### config.mk
export PLATFORM = sky130hd
export DESIGN_NAME = nibble_demux
export DESIGN_NICKNAME = d
export VERILOG_FILES = /design/src/rtl/nibble_demux.sv
export SDC_FILE = /design/constraint.sdc
export NUM_CORES = 1
export LEC_CHECK = 0
export BUFFER_PORTS_ARGS = -buffer_cell sky130_fd_sc_hd__buf_4
export CAP_MARGIN = 0
export CORE_UTILIZATION = 47
export DETAILED_ROUTE_END_ITERATION = 8
export HOLD_SLACK_MARGIN = 0.15
export PLACE_DENSITY = 0.73
export SYNTH_ARGS = -nofsm -noshare
export SYNTH_HDL_FRONTEND = slang
export SYNTH_SLANG_ARGS = --single-unit
### constraint.sdc
create_clock -name clk -period 1.31 [get_ports clk]
set_clock_uncertainty 0.1 [all_clocks]
set_input_delay 0.131 -clock clk [delete_from_list [all_inputs] [get_ports clk]]
set_output_delay 0.131 -clock clk [all_outputs]
set_load 0.005 [all_outputs]
### src/rtl/nibble_demux.sv
// Receive-side demux for a time-multiplexed 2-to-1 nibble link: reassembles {high, low} halves into one word with a valid/ready handshake.
// Build option NIBBLE_DEMUX_OVERWRITE_EN: on overrun the newest word replaces the held one (default: newest is dropped).
module nibble_demux #(
    parameter int unsigned WIDTH = 4
) (
    input  logic                 clk,
    input  logic                 reset,
    input  logic                 cen,
    input  logic                 n_e,
    input  logic                 s,
    input  logic [WIDTH-1:0]     z,
    input  logic                 ready,
    output logic [2*WIDTH-1:0]   q,
    output logic                 valid,
    output logic                 overrun,
    output logic                 sync_err
);

    localparam int unsigned QW = 2 * WIDTH;

    localparam logic [0:0] ST_WAIT_LO = 1'b0;
    localparam logic [0:0] ST_HAVE_LO = 1'b1;

    logic [0:0]       state_q, state_d;
    logic [WIDTH-1:0] lo_q, lo_d;
    logic [QW-1:0]    q_q, q_d;
    logic             valid_q, valid_d;
    logic             overrun_q, overrun_d;
    logic             sync_err_q, sync_err_d;

    logic             sample_c;
    logic             complete_c;
    logic [QW-1:0]    word_c;

    assign sample_c = cen & ~n_e;
    assign word_c   = {z, lo_q};

    // State and output registers; reset overrides every same-edge event.
    always_ff @(posedge clk) begin
        if (reset) begin
            state_q    <= ST_WAIT_LO;
            lo_q       <= '0;
            q_q        <= '0;
            valid_q    <= 1'b0;
            overrun_q  <= 1'b0;
            sync_err_q <= 1'b0;
        end else begin
            state_q    <= state_d;
            lo_q       <= lo_d;
            q_q        <= q_d;
            valid_q    <= valid_d;
            overrun_q  <= overrun_d;
            sync_err_q <= sync_err_d;
        end
    end

    // Assembler next-state: low half arms, high half completes; a high half with no low half is a sync error.
    always_comb begin
        state_d    = state_q;
        lo_d       = lo_q;
        sync_err_d = 1'b0;
        complete_c = 1'b0;

        if (sample_c) begin
            case (state_q)
                ST_WAIT_LO: begin
                    if (!s) begin
                        lo_d    = z;
                        state_d = ST_HAVE_LO;
                    end else begin
                        sync_err_d = 1'b1;
                    end
                end
                ST_HAVE_LO: begin
                    if (!s) begin
                        lo_d = z;
                    end else begin
                        complete_c = 1'b1;
                        state_d    = ST_WAIT_LO;
                    end
                end
                default: begin
                    state_d = ST_WAIT_LO;
                end
            endcase
        end
    end

    // Output slot: a completion loads q when the slot is free or being drained this edge, otherwise it overruns.
    always_comb begin
        q_d       = q_q;
        valid_d   = valid_q;
        overrun_d = overrun_q;

        if (complete_c) begin
            if (!valid_q || ready) begin
                q_d     = word_c;
                valid_d = 1'b1;
            end else begin
                overrun_d = 1'b1;
`ifdef NIBBLE_DEMUX_OVERWRITE_EN
                q_d       = word_c;
`else
                q_d       = q_q;
`endif
            end
        end else if (valid_q && ready) begin
            valid_d = 1'b0;
        end
    end

    assign q        = q_q;
    assign valid    = valid_q;
    assign overrun  = overrun_q;
    assign sync_err = sync_err_q;

endmodule

==> impl_results.rst <==
.. list-table::
   :header-rows: 1

   * - Metric
     - Value
   * - Max_cap viols
     - 0
   * - Actual transition at the worst max-transition pin
     - 265 ps
   * - Number of pins exceeding their max-slew limit in the final report
     - 0
   * - Count of endpoints failing hold in the final timing report
     - 0
   * - Fraction of the cycle the final worst path needs
     - 92.7%
   * - Largest net degree at the start of global routing
     - 25
   * - Clk Tree Root Cell
     - sky130_fd_sc_hd__clkbuf_4
   * - Area after DPL
     - 828 um^2
   * - Synthesized flop and latch total
     - 16
   * - Xor and xnor fraction of the mapped netlist area
     - 0%
   * - Detailed Routing Iterations Pass 1
     - 4
   * - Critical path required time
     - 1430 ps
   * - Height of the die
     - 39.4 um
   * - Worst Setup Path Type
     - reg2reg
   * - CP Launch Type
     - register
   * - Mux share of post-synthesis cell area
     - 18.3%
   * - Maximum vdd drop
     - 0.000548 V
   * - Fin area
     - 945 um^2
   * - Gates resized, CTS repair
     - 0
   * - CTS clock-pin slew for the worst setup and hold paths
     - 100 ps
   * - Non-filler cells, final
     - 110
   * - Slew margin rel.
     - 82.3%
   * - Via count of the first global-routing pass
     - 467
   * - Clock latency at the later pin of the worst-skew pair
     - 280 ps
   * - Die span in x
     - 39.4 um
   * - Row cnt
     - 13
   * - Synthesized area
     - 656 um^2
   * - GP Congestion
     - 0.644
   * - Total inserted antenna cells
     - 0
   * - Post-synthesis net count
     - 73
   * - TritonCTS clock tree
     - built
   * - Post-synthesis compound-gate area fraction
     - 3.05%
   * - Total clock buffers created by CTS
     - 3
   * - Input/output buffers
     - 20
   * - Worst slack, placed
     - 113 ps
   * - TritonCTS Sinks
     - 16
   * - Synth Area in Adders
     - 0%
   * - Number of levels the H-tree was split into
     - 1
   * - Synthesis Warnings
     - 0
   * - Synth-to-layout area growth
     - 44.1%
   * - Routed vias
     - 529
   * - Peak clock frequency supported by timing
     - 823 MHz
   * - Delay of the slowest critical-path stage
     - 320 ps
   * - I/O Pins
     - 21
   * - Netlist cell types
     - 13
   * - Proportion of synthesized chip area in sequential cells
     - 48.9%
   * - Share of cells above drive strength 1
     - 30.5%
   * - Dominant combinational cell family by area after synthesis
     - simple AND/OR/NAND/NOR gates
   * - # nets final
     - 106
   * - Hold bufs inserted after CTS
     - 8
   * - Origin of the critical flop-to-flop path
     - valid
   * - Ordered list of cells on the worst path
     - nor2b_1 > nor3b_2 > buf_4 > mux2i_1
   * - Hold crit path type
     - in2reg
   * - Avg Synthesized Cell Area
     - 10.4 um^2
   * - DRC violation total after the first TritonRoute iteration
     - 6
   * - Unrepaired setup endpoints after global routing
     - no
   * - Setup Viol. Count Final
     - 0
   * - Post CTS Setup Buffer Count
     - 0
   * - Die Area
     - 1550 um^2
   * - Result of the run
     - complete, no violations
   * - Clock Tree Buf Depth
     - 2
   * - Global-route wire length before repair
     - 1910 um
   * - Initial core utilization
     - 50.4%
   * - CP arrival
     - 1330 ps
   * - Worst-path maximum fanout
     - 4
   * - Placeable Area
     - 1300 um^2
   * - Hold_sp
     - ready
   * - Setup TNS
     - 0 ps
   * - Grt ovf
     - 0
   * - Drt wl/cell
     - 11.7 um
   * - Worst path setup slack after routing
     - 95.4 ps
   * - Per-cell via count in the routed design
     - 4.81
   * - Pwr per Cell Area
     - 973 nW/um^2
   * - Shortest period the worst path allows
     - 1210 ps
   * - CP Capture Type
     - register
   * - Antenna violations before repair
     - 0
   * - Post-detail-place hpwl
     - 796 um
   * - Total routed wirelength
     - 1290 um
   * - DRC violation count after routing
     - 0
   * - Global Route Usage Sum
     - 18.9%
   * - Highest-delay cell along the critical path
     - sky130_fd_sc_hd__dfxtp_1
   * - Number of nets with antenna violations after routing
     - 0
   * - First element of the critical path
     - valid
   * - Placed instance count
     - 98
   * - Area fraction in and, or, nand and nor cells after synthesis
     - 26.9%
   * - Total power consumption of the routed design
     - 919 uW
   * - Lkg Pwr
     - 0.000378 uW
   * - Cells after Synth
     - 63
## layout make-up
cell class | count | area [um^2]
sequential | 16 | 320
tap | 15 | 18.8
multi-input combinational | 44 | 317
clock buffer | 4 | 36.3
fill | 118 | 357
timing repair buffer | 31 | 253
## synth_stat cells
cell type | count | area (um^2)
sky130_fd_sc_hd__nand3b_1 | 1 | 7.51
sky130_fd_sc_hd__dfxtp_1 | 16 | 320
sky130_fd_sc_hd__mux2i_1 | 12 | 120
sky130_fd_sc_hd__nor2b_1 | 2 | 12.5
sky130_fd_sc_hd__nor3_1 | 1 | 5.00
sky130_fd_sc_hd__nor3b_2 | 2 | 25.0
sky130_fd_sc_hd__a31oi_1 | 1 | 6.26
sky130_fd_sc_hd__clkbuf_1 | 2 | 7.51
sky130_fd_sc_hd__nor2_1 | 7 | 26.3
sky130_fd_sc_hd__nand2b_1 | 16 | 100
sky130_fd_sc_hd__o21ai_0 | 1 | 5.00
sky130_fd_sc_hd__buf_6 | 1 | 11.3
sky130_fd_sc_hd__a41oi_1 | 1 | 8.76
## path summary, 6_finish.rpt
kind                end  slack, ps  cells past startpoint
hold / removal    valid        120                      4
hold reg to reg    q[0]        380                      2
setup / recovery   q[7]        100                      4
setup reg to reg   q[7]        100                      4
## critical path, delay by kind of cell (launching register included)
family        cells  cell delay (ps)
buf+inv           1              170
flops             1              320
simple gates      2              370
mux               1              180
## cells in the final DEF, fill, tap and decap left out
cell type                       synthesis  routed
sky130_fd_sc_hd__clkbuf_8               0       1
sky130_fd_sc_hd__nor3b_2                2       2
sky130_fd_sc_hd__nor3_1                 1       1
sky130_fd_sc_hd__mux2i_1               12      12
sky130_fd_sc_hd__o21ai_0                1       1
sky130_fd_sc_hd__buf_4                  0      23
sky130_fd_sc_hd__dlygate4sd3_1          0       8
sky130_fd_sc_hd__nand3b_1               1       1
sky130_fd_sc_hd__a31oi_1                1       1
sky130_fd_sc_hd__nor2b_1                2       2
sky130_fd_sc_hd__dfxtp_1               16      16
sky130_fd_sc_hd__nand2b_1              16      16
sky130_fd_sc_hd__clkbuf_4               0       3
sky130_fd_sc_hd__a41oi_1                1       1
sky130_fd_sc_hd__nor2_1                 7       7
## registers in the layout, indices dropped and copies added, names as in the netlist
name      cells
q             8
lo_q          4
overrun       1
state_q       1
sync_err      1
valid         1
## where the power goes
part	switching [uW]	internal, uW
logic	34.6	59.0
registers	5.65	495
clock network	155	169
## logic make-up after synthesis
group | after synthesis
compound gates | 3
buf+inv | 3
flops | 16
mux | 12
simple gates | 29
## through the flow
step	util, %	hold WS (ps)
after global routing	72.6	146
after CTS	72.6	131
after global placement	63.7	278
final	72.6	123
after floorplan	-	178
after detailed placement	63.7	289
## metal layers
| metal | part of all wire (%) | global-route usage [%] | up-vias |
|---|---|---|---|
| li1 | - | - | 273 |
| met1 | 45 | 21.1 | 239 |
| met2 | 50 | 33.3 | 15 |
| met3 | 4.3 | 3.41 | 2 |
| met4 | 0.47 | 10.3 | 0 |
| met5 | 0 | 0 | - |
No activity file was read; power rests on OpenSTA's default activity.
